--- src/rtl/control_unit_multicycle_if.sv ---
// Control bundle between the multicycle control unit and its datapath/memory.
// MULDIV_EN adds the mdu_start/mdu_done handshake.
interface control_unit_multicycle_if #(
    parameter int unsigned ALUOP_W = 4
);
    logic [6:0]         Opcode;
    logic [2:0]         Funct3;
    logic [6:0]         Funct7;
    logic [1:0]         Comp;
    logic               mem_ready;
    logic               PCWrite;
    logic               AddrSrc;
    logic               IRWrite;
    logic               MemRead;
    logic               MemWrite;
    logic [1:0]         ALUSrcA;
    logic [1:0]         ALUSrcB;
    logic [ALUOP_W-1:0] ALUOp;
    logic [1:0]         PCSrc;
    logic               RegWrite;
    logic [2:0]         WritebackSrc;
    logic               instr_done;
    logic               illegal;
    logic               bus_err;
`ifdef MULDIV_EN
    logic               mdu_start;
    logic               mdu_done;
`endif

    modport master (
        input  Opcode, Funct3, Funct7, Comp, mem_ready,
`ifdef MULDIV_EN
        input  mdu_done,
        output mdu_start,
`endif
        output PCWrite, AddrSrc, IRWrite, MemRead, MemWrite, ALUSrcA, ALUSrcB,
        output ALUOp, PCSrc, RegWrite, WritebackSrc, instr_done, illegal, bus_err
    );

    modport slave (
        output Opcode, Funct3, Funct7, Comp, mem_ready,
`ifdef MULDIV_EN
        output mdu_done,
        input  mdu_start,
`endif
        input  PCWrite, AddrSrc, IRWrite, MemRead, MemWrite, ALUSrcA, ALUSrcB,
        input  ALUOp, PCSrc, RegWrite, WritebackSrc, instr_done, illegal, bus_err
    );
endinterface

--- src/rtl/control_unit_multicycle.sv ---
// Multicycle RV32I control FSM with memory-ready watchdog and sticky halt flags.
// Optional MULDIV_EN adds an EXEC_M state handshaking with an external MDU.
module control_unit_multicycle #(
    parameter int unsigned ALUOP_W     = 4,
    parameter int unsigned MEM_TIMEOUT = 16
) (
    input  logic clk,
    input  logic rst,
    control_unit_multicycle_if.master bus
);
    localparam int unsigned CNT_W = (MEM_TIMEOUT > 1) ? $clog2(MEM_TIMEOUT) : 1;

    localparam logic [6:0] OP_R      = 7'b0110011;
    localparam logic [6:0] OP_I      = 7'b0010011;
    localparam logic [6:0] OP_LOAD   = 7'b0000011;
    localparam logic [6:0] OP_STORE  = 7'b0100011;
    localparam logic [6:0] OP_BRANCH = 7'b1100011;
    localparam logic [6:0] OP_JAL    = 7'b1101111;
    localparam logic [6:0] OP_JALR   = 7'b1100111;
    localparam logic [6:0] OP_LUI    = 7'b0110111;
    localparam logic [6:0] OP_AUIPC  = 7'b0010111;
    localparam logic [6:0] F7_MULDIV = 7'b0000001;

    localparam logic [3:0] ALU_ADD = 4'd0, ALU_SUB = 4'd1, ALU_AND = 4'd2, ALU_OR   = 4'd3,
                           ALU_XOR = 4'd4, ALU_SLL = 4'd5, ALU_SRL = 4'd6, ALU_SRA  = 4'd7,
                           ALU_SLT = 4'd8, ALU_SLTU = 4'd9;

    typedef enum logic [4:0] {
        S_FETCH, S_DECODE, S_EXEC_R, S_EXEC_I, S_EXEC_M, S_ALU_WB, S_MDU_WB,
        S_MEM_ADDR, S_MEM_READ, S_MEM_WB, S_MEM_WRITE, S_BRANCH, S_JAL,
        S_JALR_ADDR, S_JALR_WB, S_LUI, S_AUIPC, S_HALT
    } state_t;

    state_t             state_q, state_d;
    logic [CNT_W-1:0]   wcnt_q;
    logic               illegal_q, bus_err_q;
    logic               set_ill, set_berr, wait_st, timeout_c, count_en_c, taken_c;
    logic               pc_write_c, addr_src_c, ir_write_c, mem_read_c, mem_write_c;
    logic               reg_write_c, done_c;
    logic [1:0]         alu_a_c, alu_b_c, pc_src_c;
    logic [3:0]         alu_op_c;
    logic [2:0]         wb_src_c;
`ifdef MULDIV_EN
    logic               m_started_q, mdu_start_c;
`endif

    // Funct7[5] picks SUB only for R-type; it picks SRA for both R and I shifts.
    function automatic logic [3:0] arith_op(input logic [2:0] f3, input logic f7b5,
                                            input logic is_r);
        case (f3)
            3'd0:    return (is_r && f7b5) ? ALU_SUB : ALU_ADD;
            3'd1:    return ALU_SLL;
            3'd2:    return ALU_SLT;
            3'd3:    return ALU_SLTU;
            3'd4:    return ALU_XOR;
            3'd5:    return f7b5 ? ALU_SRA : ALU_SRL;
            3'd6:    return ALU_OR;
            default: return ALU_AND;
        endcase
    endfunction

    assign wait_st    = (state_q == S_FETCH) || (state_q == S_MEM_READ) || (state_q == S_MEM_WRITE);
    assign timeout_c  = (MEM_TIMEOUT != 0) && (wcnt_q == CNT_W'(MEM_TIMEOUT - 1));
    assign count_en_c = wait_st && !bus.mem_ready && (MEM_TIMEOUT != 0);
    // Branch condition bit, inverted by Funct3[0] for BNE/BGE/BGEU.
    assign taken_c    = (bus.Funct3[2] ? bus.Comp[1] : bus.Comp[0]) ^ bus.Funct3[0];

    always_ff @(posedge clk or negedge rst) begin
        if (!rst) begin
            state_q   <= S_FETCH;
            wcnt_q    <= '0;
            illegal_q <= 1'b0;
            bus_err_q <= 1'b0;
        end else begin
            state_q   <= state_d;
            if (state_d != state_q) wcnt_q <= '0;
            else if (count_en_c)    wcnt_q <= wcnt_q + CNT_W'(1);
            illegal_q <= illegal_q | set_ill;
            bus_err_q <= bus_err_q | set_berr;
        end
    end

`ifdef MULDIV_EN
    // High from the second EXEC_M cycle on, so mdu_start fires once per entry.
    always_ff @(posedge clk or negedge rst) begin
        if (!rst) m_started_q <= 1'b0;
        else      m_started_q <= (state_q == S_EXEC_M) && (state_d == S_EXEC_M);
    end
`endif

    always_comb begin
        state_d     = state_q;
        set_ill     = 1'b0;
        set_berr    = 1'b0;
        pc_write_c  = 1'b0;
        addr_src_c  = 1'b0;
        ir_write_c  = 1'b0;
        mem_read_c  = 1'b0;
        mem_write_c = 1'b0;
        alu_a_c     = 2'd0;
        alu_b_c     = 2'd0;
        alu_op_c    = ALU_ADD;
        pc_src_c    = 2'd0;
        reg_write_c = 1'b0;
        wb_src_c    = 3'd0;
        done_c      = 1'b0;
`ifdef MULDIV_EN
        mdu_start_c = 1'b0;
`endif
        case (state_q)
            S_FETCH: begin
                mem_read_c = 1'b1;
                alu_b_c    = 2'd2;
                if (bus.mem_ready) begin
                    ir_write_c = 1'b1;
                    pc_write_c = 1'b1;
                    state_d    = S_DECODE;
                end else if (timeout_c) begin
                    set_berr = 1'b1;
                    state_d  = S_HALT;
                end
            end
            S_DECODE: begin
                alu_a_c = 2'd1;
                alu_b_c = 2'd1;
                case (bus.Opcode)
                    OP_R: begin
                        if (bus.Funct7 == F7_MULDIV) begin
`ifdef MULDIV_EN
                            state_d = S_EXEC_M;
`else
                            state_d = S_HALT;
                            set_ill = 1'b1;
`endif
                        end else begin
                            state_d = S_EXEC_R;
                        end
                    end
                    OP_I:              state_d = S_EXEC_I;
                    OP_LOAD, OP_STORE: state_d = S_MEM_ADDR;
                    OP_BRANCH: begin
                        if (bus.Funct3[2:1] == 2'b01) begin
                            state_d = S_HALT;
                            set_ill = 1'b1;
                        end else begin
                            state_d = S_BRANCH;
                        end
                    end
                    OP_JAL:   state_d = S_JAL;
                    OP_JALR:  state_d = S_JALR_ADDR;
                    OP_LUI:   state_d = S_LUI;
                    OP_AUIPC: state_d = S_AUIPC;
                    default: begin
                        state_d = S_HALT;
                        set_ill = 1'b1;
                    end
                endcase
            end
            S_EXEC_R: begin
                alu_a_c  = 2'd2;
                alu_op_c = arith_op(bus.Funct3, bus.Funct7[5], 1'b1);
                state_d  = S_ALU_WB;
            end
            S_EXEC_I: begin
                alu_a_c  = 2'd2;
                alu_b_c  = 2'd1;
                alu_op_c = arith_op(bus.Funct3, bus.Funct7[5], 1'b0);
                state_d  = S_ALU_WB;
            end
`ifdef MULDIV_EN
            S_EXEC_M: begin
                mdu_start_c = !m_started_q;
                if (bus.mdu_done) state_d = S_MDU_WB;
            end
            S_MDU_WB: begin
                reg_write_c = 1'b1;
                wb_src_c    = 3'd5;
                done_c      = 1'b1;
                state_d     = S_FETCH;
            end
`endif
            S_ALU_WB, S_AUIPC: begin
                reg_write_c = 1'b1;
                done_c      = 1'b1;
                state_d     = S_FETCH;
            end
            S_MEM_ADDR: begin
                alu_a_c = 2'd2;
                alu_b_c = 2'd1;
                state_d = bus.Opcode[5] ? S_MEM_WRITE : S_MEM_READ;
            end
            S_MEM_READ: begin
                mem_read_c = 1'b1;
                addr_src_c = 1'b1;
                if (bus.mem_ready) begin
                    state_d = S_MEM_WB;
                end else if (timeout_c) begin
                    set_berr = 1'b1;
                    state_d  = S_HALT;
                end
            end
            S_MEM_WB: begin
                reg_write_c = 1'b1;
                wb_src_c    = 3'd1;
                done_c      = 1'b1;
                state_d     = S_FETCH;
            end
            S_MEM_WRITE: begin
                mem_write_c = 1'b1;
                addr_src_c  = 1'b1;
                if (bus.mem_ready) begin
                    done_c  = 1'b1;
                    state_d = S_FETCH;
                end else if (timeout_c) begin
                    set_berr = 1'b1;
                    state_d  = S_HALT;
                end
            end
            S_BRANCH: begin
                alu_a_c    = 2'd2;
                alu_op_c   = !bus.Funct3[2] ? ALU_SUB : (bus.Funct3[1] ? ALU_SLTU : ALU_SLT);
                pc_write_c = taken_c;
                pc_src_c   = taken_c ? 2'd1 : 2'd0;
                done_c     = 1'b1;
                state_d    = S_FETCH;
            end
            S_JALR_ADDR: begin
                alu_a_c = 2'd2;
                alu_b_c = 2'd1;
                state_d = S_JALR_WB;
            end
            S_JAL, S_JALR_WB: begin
                reg_write_c = 1'b1;
                wb_src_c    = 3'd2;
                pc_write_c  = 1'b1;
                pc_src_c    = 2'd1;
                done_c      = 1'b1;
                state_d     = S_FETCH;
            end
            S_LUI: begin
                reg_write_c = 1'b1;
                wb_src_c    = 3'd3;
                done_c      = 1'b1;
                state_d     = S_FETCH;
            end
            S_HALT:  state_d = S_HALT;
            default: state_d = S_HALT;
        endcase
    end

    // Reset forces every control output low, even though the state reads FETCH.
    assign bus.PCWrite      = rst & pc_write_c;
    assign bus.AddrSrc      = rst & addr_src_c;
    assign bus.IRWrite      = rst & ir_write_c;
    assign bus.MemRead      = rst & mem_read_c;
    assign bus.MemWrite     = rst & mem_write_c;
    assign bus.ALUSrcA      = rst ? alu_a_c : 2'd0;
    assign bus.ALUSrcB      = rst ? alu_b_c : 2'd0;
    assign bus.ALUOp        = rst ? ALUOP_W'(alu_op_c) : '0;
    assign bus.PCSrc        = rst ? pc_src_c : 2'd0;
    assign bus.RegWrite     = rst & reg_write_c;
    assign bus.WritebackSrc = rst ? wb_src_c : 3'd0;
    assign bus.instr_done   = rst & done_c;
    assign bus.illegal      = illegal_q;
    assign bus.bus_err      = bus_err_q;
`ifdef MULDIV_EN
    assign bus.mdu_start    = rst & mdu_start_c;
`endif
endmodule

--- src/flat_wrapper.sv ---
// flat-port wrapper written by rule: the top's interface ports become plain ports
module control_unit_multicycle_flat 
#(
    parameter int unsigned ALUOP_W     = 4,
    parameter int unsigned MEM_TIMEOUT = 16
)
  (clk, rst, bus_Opcode, bus_Funct3, bus_Funct7, bus_Comp, bus_mem_ready, bus_PCWrite, bus_AddrSrc, bus_IRWrite, bus_MemRead, bus_MemWrite, bus_ALUSrcA, bus_ALUSrcB, bus_ALUOp, bus_PCSrc, bus_RegWrite, bus_WritebackSrc, bus_instr_done, bus_illegal, bus_bus_err);
  control_unit_multicycle_if #(.ALUOP_W(ALUOP_W)) bus_i ();
  input  logic clk;
  input  logic rst;
  input wire logic [$bits(bus_i.Opcode)-1:0] bus_Opcode;
  input wire logic [$bits(bus_i.Funct3)-1:0] bus_Funct3;
  input wire logic [$bits(bus_i.Funct7)-1:0] bus_Funct7;
  input wire logic [$bits(bus_i.Comp)-1:0] bus_Comp;
  input wire logic [$bits(bus_i.mem_ready)-1:0] bus_mem_ready;
  output wire logic [$bits(bus_i.PCWrite)-1:0] bus_PCWrite;
  output wire logic [$bits(bus_i.AddrSrc)-1:0] bus_AddrSrc;
  output wire logic [$bits(bus_i.IRWrite)-1:0] bus_IRWrite;
  output wire logic [$bits(bus_i.MemRead)-1:0] bus_MemRead;
  output wire logic [$bits(bus_i.MemWrite)-1:0] bus_MemWrite;
  output wire logic [$bits(bus_i.ALUSrcA)-1:0] bus_ALUSrcA;
  output wire logic [$bits(bus_i.ALUSrcB)-1:0] bus_ALUSrcB;
  output wire logic [$bits(bus_i.ALUOp)-1:0] bus_ALUOp;
  output wire logic [$bits(bus_i.PCSrc)-1:0] bus_PCSrc;
  output wire logic [$bits(bus_i.RegWrite)-1:0] bus_RegWrite;
  output wire logic [$bits(bus_i.WritebackSrc)-1:0] bus_WritebackSrc;
  output wire logic [$bits(bus_i.instr_done)-1:0] bus_instr_done;
  output wire logic [$bits(bus_i.illegal)-1:0] bus_illegal;
  output wire logic [$bits(bus_i.bus_err)-1:0] bus_bus_err;
  assign bus_i.Opcode = bus_Opcode;
  assign bus_i.Funct3 = bus_Funct3;
  assign bus_i.Funct7 = bus_Funct7;
  assign bus_i.Comp = bus_Comp;
  assign bus_i.mem_ready = bus_mem_ready;
  assign bus_PCWrite = bus_i.PCWrite;
  assign bus_AddrSrc = bus_i.AddrSrc;
  assign bus_IRWrite = bus_i.IRWrite;
  assign bus_MemRead = bus_i.MemRead;
  assign bus_MemWrite = bus_i.MemWrite;
  assign bus_ALUSrcA = bus_i.ALUSrcA;
  assign bus_ALUSrcB = bus_i.ALUSrcB;
  assign bus_ALUOp = bus_i.ALUOp;
  assign bus_PCSrc = bus_i.PCSrc;
  assign bus_RegWrite = bus_i.RegWrite;
  assign bus_WritebackSrc = bus_i.WritebackSrc;
  assign bus_instr_done = bus_i.instr_done;
  assign bus_illegal = bus_i.illegal;
  assign bus_bus_err = bus_i.bus_err;
  control_unit_multicycle #(.ALUOP_W(ALUOP_W), .MEM_TIMEOUT(MEM_TIMEOUT)) u_core (.clk(clk), .rst(rst), .bus(bus_i));
endmodule
--- config.mk ---
export PLATFORM = sky130hd
export DESIGN_NAME = control_unit_multicycle_flat
export DESIGN_NICKNAME = d
export VERILOG_FILES = /design/src/rtl/control_unit_multicycle_if.sv /design/src/rtl/control_unit_multicycle.sv /design/src/flat_wrapper.sv
export SDC_FILE = /design/constraint.sdc
export NUM_CORES = 1
export LEC_CHECK = 0
export CORE_MARGIN = 2
export CORE_UTILIZATION = 44
export CTS_BUF_LIST = sky130_fd_sc_hd__clkbuf_4 sky130_fd_sc_hd__clkbuf_8
export DETAILED_ROUTE_END_ITERATION = 10
export PLACE_DENSITY = 0.8
export SETUP_SLACK_MARGIN = 0.3
export SYNTH_ARGS = -nofsm -noshare
export SYNTH_HDL_FRONTEND = slang
export SYNTH_SLANG_ARGS = --single-unit
--- constraint.sdc ---
create_clock -name clk -period 1.9 [get_ports clk]
set_input_delay 0.285 -clock clk [delete_from_list [all_inputs] [get_ports clk]]
set_output_delay 0.285 -clock clk [all_outputs]
set_load 0.05 [all_outputs]
==> key figures, run 1 <==
Logic synthesis
  • Most numerous cell types in the synthesized netlist: 17 x nand2_1, 15 x nor3_1, 13 x nor2_1
  • Async set or reset register ratio after synthesis: 100%
  • Most frequently used cell type in the post-synthesis netlist: nand2_1
  • Netlist area before placement: approximately 1400 um^2
  • Synth warnings: 0
  • Synth Flop Type: dfrtp_1
  • Post-synthesis sequential element count: 11
  • Average size of a mapped cell: 7.32 um^2
  • Post-synth top area cell: dfrtp_1
  • Top-area cell type share of the netlist area: 19.6%
  • Sequential element share of the synthesized area: about a fifth
  • Instance count of the mapped netlist: 192
  • Post-synth EDFFs: 0
  • Biggest area contributors in the synthesized netlist: dfrtp_1 20%, nor3_1 5.3%, nand2_1 4.5%
  • Number of unique standard cell types used by synthesis: 60

CTS
  • H-tree levels: 1
  • Cell chosen for the clock root: clkbuf_4
  • Num CTS Buffers: 3
  • Post-CTS Hold Buffers: 0
  • Buffers inserted during post-CTS setup optimization: 21
  • Max Buffers Root-to-Sink: 2
  • Clock net sink count: 11
  • Gates resized, CTS repair: 61

Floorplanning
  • Die span in x: 60.5 um
  • Number of cell rows: 20
  • Chip Height: 60.5 um
  • Number of ports placed on the die boundary: 44
  • Starting Density: 46.1%

Status
  • Result of the run: aborted with a tool error
  • Error text reported by the tool: [ERROR DPL-0033] detailed placement checks failed during check placement.
  • Stage where the flow stopped: clock tree synthesis

Placement
  • Number of buffers inserted by port buffering: 41
  • Placer congestion estimate: 0.906
  • Detailed-placement wirelength estimate: 4260 um
kinds of logic after synthesis:
logic type               Yosys count  share of synthesized area [%]
adder cells (fa/ha/maj)            1                          0.890
multiplexers                       2                           1.42
AO/OA/AOI/OAI                     59                           29.6
buffers and inverters             20                           7.03
AND/OR/NAND/NOR                   93                           38.1
other                              1                          0.267
flip-flops                        11                           19.6
XOR/XNOR                           5                           3.11
per-stage QoR:
step | worst slack [ps] | cell area [um^2] | std cells
after global placement | -273 | 2620 | 320
after detailed placement | -392 | 2620 | 320
after floorplan | -20.2 | 1700 | 193
==> run 2: changes to the inputs <==
Settings changed: CORE_UTILIZATION 44 to 30, CTS_BUF_LIST sky130_fd_sc_hd__clkbuf_4 sky130_fd_sc_hd__clkbuf_8 to unset, PLACE_DENSITY 0.8 to unset, PLACE_DENSITY_LB_ADDON set to 0.15, SETUP_SLACK_MARGIN 0.3 to unset.
Clock period 1.9 ns to 2.5 ns, I/O delays scaled along.
==> key figures, run 2 <==
CTS
  • Buffers inserted during post-CTS setup optimization: 0
  • Num CTS Buffers: 3
  • Clock net sink count: 11
  • Insertion delay of the later-clocked pin in the worst-skew pair: ~240 ps
  • Gates resized, CTS repair: 0
  • Cell chosen for the clock root: clkbuf_8
  • Post-CTS Hold Buffers: 0
  • Clock transition at the register clock pins on the worst setup and hold paths after CTS: 50 ps
  • Clock tree from TritonCTS: yes
  • Max Buffers Root-to-Sink: 2
  • H-tree levels: 1

Floorplanning
  • Number of ports placed on the die boundary: 44
  • Std-Cell Core Area: 4440 um^2
  • Chip Height: between 70 and 80 um
  • Starting Density: 31.6%
  • Die span in x: between 70 and 80 um
  • Die outline area: 5250 um^2
  • Number of cell rows: 24

Power
  • Highest ir drop seen on vdd: 237 uV
  • Static Leakage: 0.808 nW
  • Cell Pwr Density: around 620 nW/um^2

Logic synthesis
  • Instance count of the mapped netlist: 192
  • Average size of a mapped cell: 7.32 um^2
  • Number of unique standard cell types used by synthesis: 60
  • Post-synth EDFFs: 0
  • Async set or reset register ratio after synthesis: 100%
  • Post-synth top area cell: dfrtp_1
  • Top-area cell type share of the netlist area: between 10% and 20%
  • Netlist area before placement: 1410 um^2
  • Synth warnings: 0
  • Most numerous cell types in the synthesized netlist: 17 x nand2_1, 15 x nor3_1, 13 x nor2_1
  • Sequential element share of the synthesized area: 19.6%
  • Most frequently used cell type in the post-synthesis netlist: nand2_1
  • Post-synthesis sequential element count: 11
  • Biggest area contributors in the synthesized netlist: dfrtp_1 20%, nor3_1 5.3%, nand2_1 4.5%
  • Synth Flop Type: dfrtp_1

Critical path
  • Data arrival time of the worst path: 1980 ps
  • Required time at the worst-slack endpoint: 2120 ps
  • Critical Setup Path Class: in2out
  • Crit start category: input pin
  • Highest net fanout along the worst path: 3
  • CP endpoint kind: primary output

Run
  • Maximum Capacitance Violations: 0

Cells and area
  • Area grow syn2layout: 56.5%
  • Fill cell count: 440
  • Layout cell share with drive strength beyond 1: 23.2%
  • Leading cell type in the layout, fill and taps excluded: clkdlybuf4s50_1
  • Registers with the most flip-flops: u_core.state_q x5, u_core.wcnt_q x4
  • Flip-flop count of the largest register after layout: 5
  • Fin nets: 265
  • Register containing the most flip-flops in the final layout: u_core.state_q
  • Number of inserted diodes: 0
  • Most frequent cells in the layout: 23 x clkdlybuf4s50_1, 19 x buf_4, 18 x buf_12, 17 x nand2_1

Route
  • Detailed-routing iteration count for the pre-antenna-repair pass: 5
  • Total number of vias: 1602
  • Average wire per standard cell: 13.9 um
  • Violation count after the first detailed-route iteration: 165
  • Detailed-route wire length: 4080 um
  • Count of antenna-violating nets left after detailed routing: 0
  • Detailed-route vias per instance: 5.47
  • DRC errors left: 0

Timing
  • Largest clock skew in the final design: about 3.3 ps
  • Number of max-slew violations in the final report: 0
  • Peak Freq: between 400 and 500 MHz
  • Total setup violations reported at the end of the flow: 0
  • Final hold violations: 0
  • Least setup slack across all paths after layout: 149 ps
  • Final min period: 2350 ps
  • Setup repair after global routing missed its margin: no
  • Crit share post-route: around 94%
  • Sum Neg Setup Slack: 0 ps

Global route
  • Antenna violations before repair: 0
  • Global-route wire length before repair: 7170 um
  • Maximum number of pins on one net before global-route repair: 19
  • Total global routing overflow: 0
  • Number of global-route vias before repair: 1455
  • Total routing usage reported by global routing: around 17%

Placement
  • Detailed-placement wirelength estimate: 3290 um
  • Number of buffers inserted by port buffering: just over 40
  • Post-placement worst setup slack: ~19 ps
  • Placer congestion estimate: 0.845

Status
  • Result of the run: finished, final reports clean

Worst hold path
  • Type of the tightest min-delay check: reg2reg
[run 2: cell counts after synthesis]
No cell type changed its count.
[run 2: area by class of cell]
type	count	area, um^2	share of cell area, %
multi-input cells	162	1060	48.3
flip-flops and latches	11	279	12.7
well taps	52	65.1	2.96
inverters	4	15.0	0.682
clock buffers	4	45.0	2.05
repair buffers	60	733	33.3
[run 2: cells by family after synthesis]
group                      count (synthesis)  synth area share [%]
DFF                                       11                  19.6
muxes                                      2                  1.42
adders and majority gates                  1                 0.890
other                                      1                 0.267
and+or+nand+nor                           93                  38.1
AOI/OAI and AO/OA                         59                  29.6
buffers and inverters                     20                  7.03
xor gates and xnor gates                   5                  3.11
[run 2: routing by layer]
layer | routed length (um) | global-route usage [%]
met1 | 1950 | 24.9
met2 | 1950 | 26.5
met3 | 156 | 1.81
met4 | 21 | 3.09
met5 | 0 | 0
[run 2: path summary, 6_finish.rpt]
path,from,to,slack [ps],cells past startpoint
worst max-delay path,bus_Funct3[2],bus_PCWrite,150,8
worst min-delay path,u_core.bus.illegal,u_core.bus.illegal,460,1
worst max register to register,u_core.state_q[4],u_core.wcnt_q[1],400,6
worst min register to register,u_core.bus.illegal,u_core.bus.illegal,460,1
max in group asynchronous,rst,u_core.state_q[3],1660,2
min in group asynchronous,rst,u_core.state_q[2],660,2
[run 2: worst max-delay path, stage by stage]
cell and delay [ps]:
clkdlybuf4s50_1 520, mux2i_1 230, xnor2_1 140, a31oi_1 100
nor2_1 150, a21oi_1 70, nor3_2 210, buf_12 170
[run 2: where the power goes]
part	internal, mW	switching [mW]
clock	0.112	0.0687
combinational	0.417	0.481
sequential	0.211	0.0844
[run 2: stage by stage]
| stage | total power [mW] | util, % | hold slack, ps | instance area [um^2] | instances |
|---|---|---|---|---|---|
| after CTS | 1.38 | 49.4 | 467 | 2190 | 293 |
| final | 1.37 | 49.5 | 460 | 2200 | 293 |
| after global placement | 1.19 | 48.4 | 455 | 2150 | 289 |
| after detailed placement | 1.19 | 48.4 | 451 | 2150 | 289 |
| after floorplan | 0.849 | - | 79.4 | 1440 | 193 |
| after global routing | 1.47 | 49.5 | 500 | 2200 | 293 |
Note: power is estimated with default switching activity, not from simulation.
